<file path="src/rtl/ctta_driver.sv">
// Sequential front end for the 4-bit add/subtract unit: drives operands,
// captures and decodes the 5-bit result, and queues responses in a FIFO.
module ctta_driver #(
    parameter int DEPTH = 2,
    parameter int CNT_W = 8
) (
    input  logic             clk,
    input  logic             rst,
    input  logic             cmd_valid,
    output logic             cmd_ready,
    input  logic             cmd_op,
    input  logic [3:0]       cmd_a,
    input  logic [3:0]       cmd_b,
    output logic [3:0]       alu_a,
    output logic [3:0]       alu_b,
    output logic [3:0]       alu_c,
    output logic             alu_ctrl,
    output logic             alu_rst,
    input  logic [4:0]       alu_q,
    output logic             rsp_valid,
    input  logic             rsp_ready,
    output logic [3:0]       rsp_sum,
    output logic             rsp_flag,
    output logic             rsp_zero,
    output logic             rsp_op,
    output logic             err,
    output logic [CNT_W-1:0] ops_done
);

    localparam int AW = $clog2(DEPTH);

    typedef enum logic [1:0] {
        IDLE,
        DRIVE,
        CAPTURE
    } state_t;

    state_t        state;
    state_t        state_nx;
    logic [AW-1:0] wr_ptr;
    logic [AW-1:0] rd_ptr;
    logic [AW:0]   count;
    logic [6:0]    mem [DEPTH];
    logic [6:0]    head;
    logic [6:0]    entry;
    logic          armed;
    logic          accept;
    logic          push;
    logic          pop;

    always_comb begin
        state_nx = state;
        case (state)
            IDLE:    if (accept) state_nx = DRIVE;
            DRIVE:   state_nx = CAPTURE;
            CAPTURE: state_nx = IDLE;
            default: state_nx = IDLE;
        endcase
    end

    assign cmd_ready = (state == IDLE) && (count < (AW+1)'(DEPTH)) && !rst;
    assign accept    = cmd_valid && cmd_ready;
    assign push      = (state == CAPTURE);
    assign pop       = rsp_valid && rsp_ready;
    assign alu_rst   = (state == IDLE);

    // Entry layout: {op, zero, flag, sum}
    assign entry = {alu_ctrl, alu_q[3:0] == 4'd0, alu_q[4], alu_q[3:0]};
    assign head  = mem[rd_ptr];

    assign rsp_valid = (count != '0);
    assign rsp_sum   = rsp_valid ? head[3:0] : 4'd0;
    assign rsp_flag  = rsp_valid && head[4];
    assign rsp_zero  = rsp_valid && head[5];
    assign rsp_op    = rsp_valid && head[6];

    always_ff @(posedge clk) begin
        if (rst) state <= IDLE;
        else     state <= state_nx;
    end

    always_ff @(posedge clk) begin
        if (rst) begin
            alu_a    <= 4'd0;
            alu_b    <= 4'd0;
            alu_c    <= 4'd0;
            alu_ctrl <= 1'b0;
        end else if (accept) begin
            alu_a    <= cmd_a;
            alu_ctrl <= cmd_op;
            alu_b    <= cmd_op ? 4'd0 : cmd_b;
            alu_c    <= cmd_op ? cmd_b : 4'd0;
        end
    end

    always_ff @(posedge clk) begin
        if (push) mem[wr_ptr] <= entry;
    end

    always_ff @(posedge clk) begin
        if (rst) begin
            wr_ptr   <= '0;
            rd_ptr   <= '0;
            count    <= '0;
            ops_done <= '0;
        end else begin
            if (push) wr_ptr <= wr_ptr + AW'(1);
            if (pop)  rd_ptr <= rd_ptr + AW'(1);
            count <= count + (AW+1)'(push) - (AW+1)'(pop);
            if (push) ops_done <= ops_done + CNT_W'(1);
        end
    end

    // The unit is held in clear while idle, so any nonzero result there is a fault.
    always_ff @(posedge clk) begin
        if (rst) begin
            armed <= 1'b0;
            err   <= 1'b0;
        end else begin
            armed <= 1'b1;
            if (state == IDLE && armed && alu_q != 5'd0) err <= 1'b1;
        end
    end

endmodule
</file>
<file path="config.mk">
export PLATFORM = sky130hd
export DESIGN_NAME = ctta_driver
export DESIGN_NICKNAME = d
export VERILOG_FILES = /design/src/rtl/ctta_driver.sv
export SDC_FILE = /design/constraint.sdc
export NUM_CORES = 1
export LEC_CHECK = 0
export CAP_MARGIN = 0
export CORE_ASPECT_RATIO = 2
export CORE_UTILIZATION = 35
export DETAILED_ROUTE_END_ITERATION = 16
export GPL_ROUTABILITY_DRIVEN = 1
export PLACE_DENSITY_LB_ADDON = 0.25
export SLEW_MARGIN = 0
export SYNTH_ARGS = -nofsm -noshare
export SYNTH_HDL_FRONTEND = slang
export SYNTH_SLANG_ARGS = --single-unit
</file>
<file path="constraint.sdc">
create_clock -name clk -period 1.9 [get_ports clk]
set_input_delay 0.285 -clock clk [delete_from_list [all_inputs] [get_ports clk]]
set_output_delay 0.285 -clock clk [all_outputs]
set_load 0.03 [all_outputs]
</file>
==> qor.txt <==
Core Box Area: 4860 sq um
Outcome: complete, no violations
WHS Path Cells: 2
DPL Wire Length: 2640 microns
Initial antenna violation count: 0
R2R cell count: 9
Measured slew at the worst slew-check pin: 372 ps
Horiz. Die Dim: 52.2 microns
CTS tree: built
Post-route minimum period: 1840 ps
Post-Route WL: 3570 microns
Worst path slowest cell: or4_4
Largest net degree at the start of global routing: 31
Final ANT Viol Nets: 0
Hold Crit Class: reg -> reg
Fill cells: 442
Maximum fanout along the worst path: 6
Final Non-Filler Cells: 284
Internal power: 1.82 mW
DIE HEIGHT: 102 microns
Worst path max stage delay: 520 ps
Share of cells above drive strength 1: 0.101
First-pass GRT wire length: 5960 microns
Clk_skew: 5.70 ps
Distinct cells, synth: 31
Post-Synthesis Cell Area: 1760 sq um
Vias per inst: 5.02
Via count: 1426
Syn_nets: 191
Starting DRC count in detailed routing: 19
Hold Vio Cnt, Final: 0
Peak supply drop: 0.942 mV
Antenna cell count: 0
Final Max Slew Viols: 0
Setup crit end kind: primary output
Initial DRT Pass Iterations: 4
Net Sw Frac: 0.315
Total placed cells including tap cells: 276
Max Root-Sink Buffers: 2
Io pins: 50
Power density over the cells: 1070 nW/um^2
Row count: 36
Worst slew margin: 0.752
Final setup viols: 0
Critical path class: reg -> out
P_sw: 0.837 mW
Most frequent CP cell: buf_4
Die area: 5340 sq um
Final period util: 0.966
Critical path cell sequence: buf_4, or4_4, inv_6, buf_4
Family with the most delay on the worst path: simple AND/OR/NAND/NOR gates
Synth Instances: 170
Area Growth Syn to Fin: 40.8%
Worst path required time: 1620 ps
Number of global-route vias before repair: 1348
Data arrival time of the critical path: 1550 ps
Leakage: 0.922 nW
Clock group share of total power: 0.255
Worst-skew pair later-pin latency: 280 ps
Post-CTS Repair Setup Buffers: 0
Clk slew on worst S/H paths: 70 ps
Nets: 247
Setup crit start kind: flop
Sink Count: 44
CTS Root Cell: clkbuf_8
Fmax: 0.545 GHz
Global-route usage over all layers: 0.150
Mean Syn Cell Area: 10.4 sq um
RePlAce Congestion: 0.690
Drt wl/cell: 12.6 microns
Max Cap Viol: 0
Crit. path cell count: 4
Comb power frac: 0.331
H-tree Lvls: 2
CP Buf/Inv Count: 3
Gr ovfl total: 0
DRC Markers: 0
Reg power frac: 0.414
Seq cells post-synth: 44
Port buffer count: 49
Final Util: 0.510
Yosys synthesis warning count: 0
Register area share after synthesis: 0.580
Initial Util: 0.362
TritonCTS Buffers: 5
## metrics by stage
step	instance area, sq um	hold WS [ps]	setup TNS, ps	worst slack, ps	power, mW
floorplan	1760	384	0	286	1.64
global placement	2370	434	0	120	2.02
detailed placement	2370	448	0	60.5	2.03
CTS	2470	460	0	25.6	2.68
global route	2480	480	-1.78	-1.78	2.81
finish	2480	453	0	63.8	2.66
## cell families after synthesis
kind of cell / synth area share
AO/OA/AOI/OAI: 0.112
XOR/XNOR: 0.0249
adder cells (fa/ha/maj): 0.0213
buffers and inverters: 0.0490
flip-flops: 0.580
multiplexers: 0.0462
AND/OR/NAND/NOR: 0.167
## flip-flops by register name (all words and copies together) (netlist names), named ones only
| name | flops |
|---|---|
| mem | 14 |
| armed | 1 |
| count | 2 |
| wr_ptr | 1 |
| rd_ptr | 1 |
| ops_done | 8 |
| state | 2 |
| alu_a | 4 |
| alu_b | 4 |
| alu_ctrl | 1 |
| err | 1 |
| alu_c | 4 |
## power by group through the flow
stage	clock network [mW]	logic, mW	registers, mW
6_report	0.677	0.880	1.10
5_1_grt	0.748	0.949	1.11
4_1_cts	0.707	0.882	1.09
3_5_place_dp	0	0.916	1.11
3_3_place_gp	0	0.910	1.11
2_1_floorplan	0	0.483	1.15
## layout make-up
class                      count  area, sq um  share of cell area
timing repair buffer          58          572               0.231
multi-input combinational    107          662               0.267
tap                           57         71.3              0.0288
sequential                    44         1020               0.412
clock buffer                   6         72.6              0.0293
clock inverter                 2         35.0              0.0141
inverter                      10         45.0              0.0182
## synthesized netlist by cell type
cell | number | area share
o211ai_1 | 1 | 0.0043
mux2_2 | 1 | 0.0064
nor3b_1 | 1 | 0.0043
buf_4 | 1 | 0.0043
edfxtp_1 | 14 | 0.24
and2b_1 | 1 | 0.0043
buf_6 | 1 | 0.0064
o31ai_1 | 2 | 0.0085
mux2i_1 | 7 | 0.040
nor2b_1 | 2 | 0.0071
nand2_1 | 3 | 0.0064
xor2_1 | 2 | 0.0099
or4_1 | 3 | 0.013
inv_4 | 1 | 0.0036
and2_1 | 2 | 0.0071
nand4_1 | 6 | 0.021
dfxtp_1 | 30 | 0.34
o21ai_0 | 16 | 0.045
nand3_1 | 7 | 0.020
nor3_1 | 1 | 0.0028
xnor2_1 | 3 | 0.015
or4_4 | 1 | 0.0064
clkinv_2 | 1 | 0.0028
nor2_1 | 18 | 0.038
or3_1 | 2 | 0.0071
ha_1 | 3 | 0.021
inv_1 | 8 | 0.017
a21oi_1 | 19 | 0.054
nand4b_1 | 5 | 0.025
clkbuf_1 | 7 | 0.015
nand3b_1 | 1 | 0.0043
## per-layer routing
metal	vias to the layer above	routed length [microns]	track usage
met5	-	0	0
met1	668	1310	0.147
met3	6	163	0.0372
met4	0	76	0.0729
met2	39	2020	0.279
li1	713	-	-
## path summary, 6_finish.rpt
kind / start / end / slack [ps]
worst max-delay path: count[1]$_SDFF_PP0_ / cmd_ready / 60
worst min-delay path: err$_SDFFE_PP0P_ / err$_SDFFE_PP0P_ / 450
worst max register to register: count[1]$_SDFF_PP0_ / count[1]$_SDFF_PP0_ / 160
worst min register to register: err$_SDFFE_PP0P_ / err$_SDFFE_PP0P_ / 450
## layout by cell type (no fill, tap or decap), drive strengths merged, types with 2 or more instances in the layout
cell type / count
nand2: 3
dlygate4sd2: 7
nand4: 6
clkdlybuf4s50: 41
o21ai: 16
nand4b: 5
o31ai: 2
ha: 3
dfxtp: 30
edfxtp: 14
clkbuf: 6
buf: 10
and2: 2
or4: 4
xnor2: 3
inv: 10
nor2b: 2
nor2: 18
mux2i: 7
a21oi: 19
nand3: 7
xor2: 2
or3: 2
## worst min-delay path, cell delays in order (launching register included)
cell	delay, ps
dfxtp_1	310
inv_1	50
a21oi_1	50
## repair_timing
action | CTS | global route
resized for setup | 8 | 4
setup endpoints to repair | 8 | 2
hold buffers | 0 | 0
Note: power is estimated with default switching activity, not from simulation.
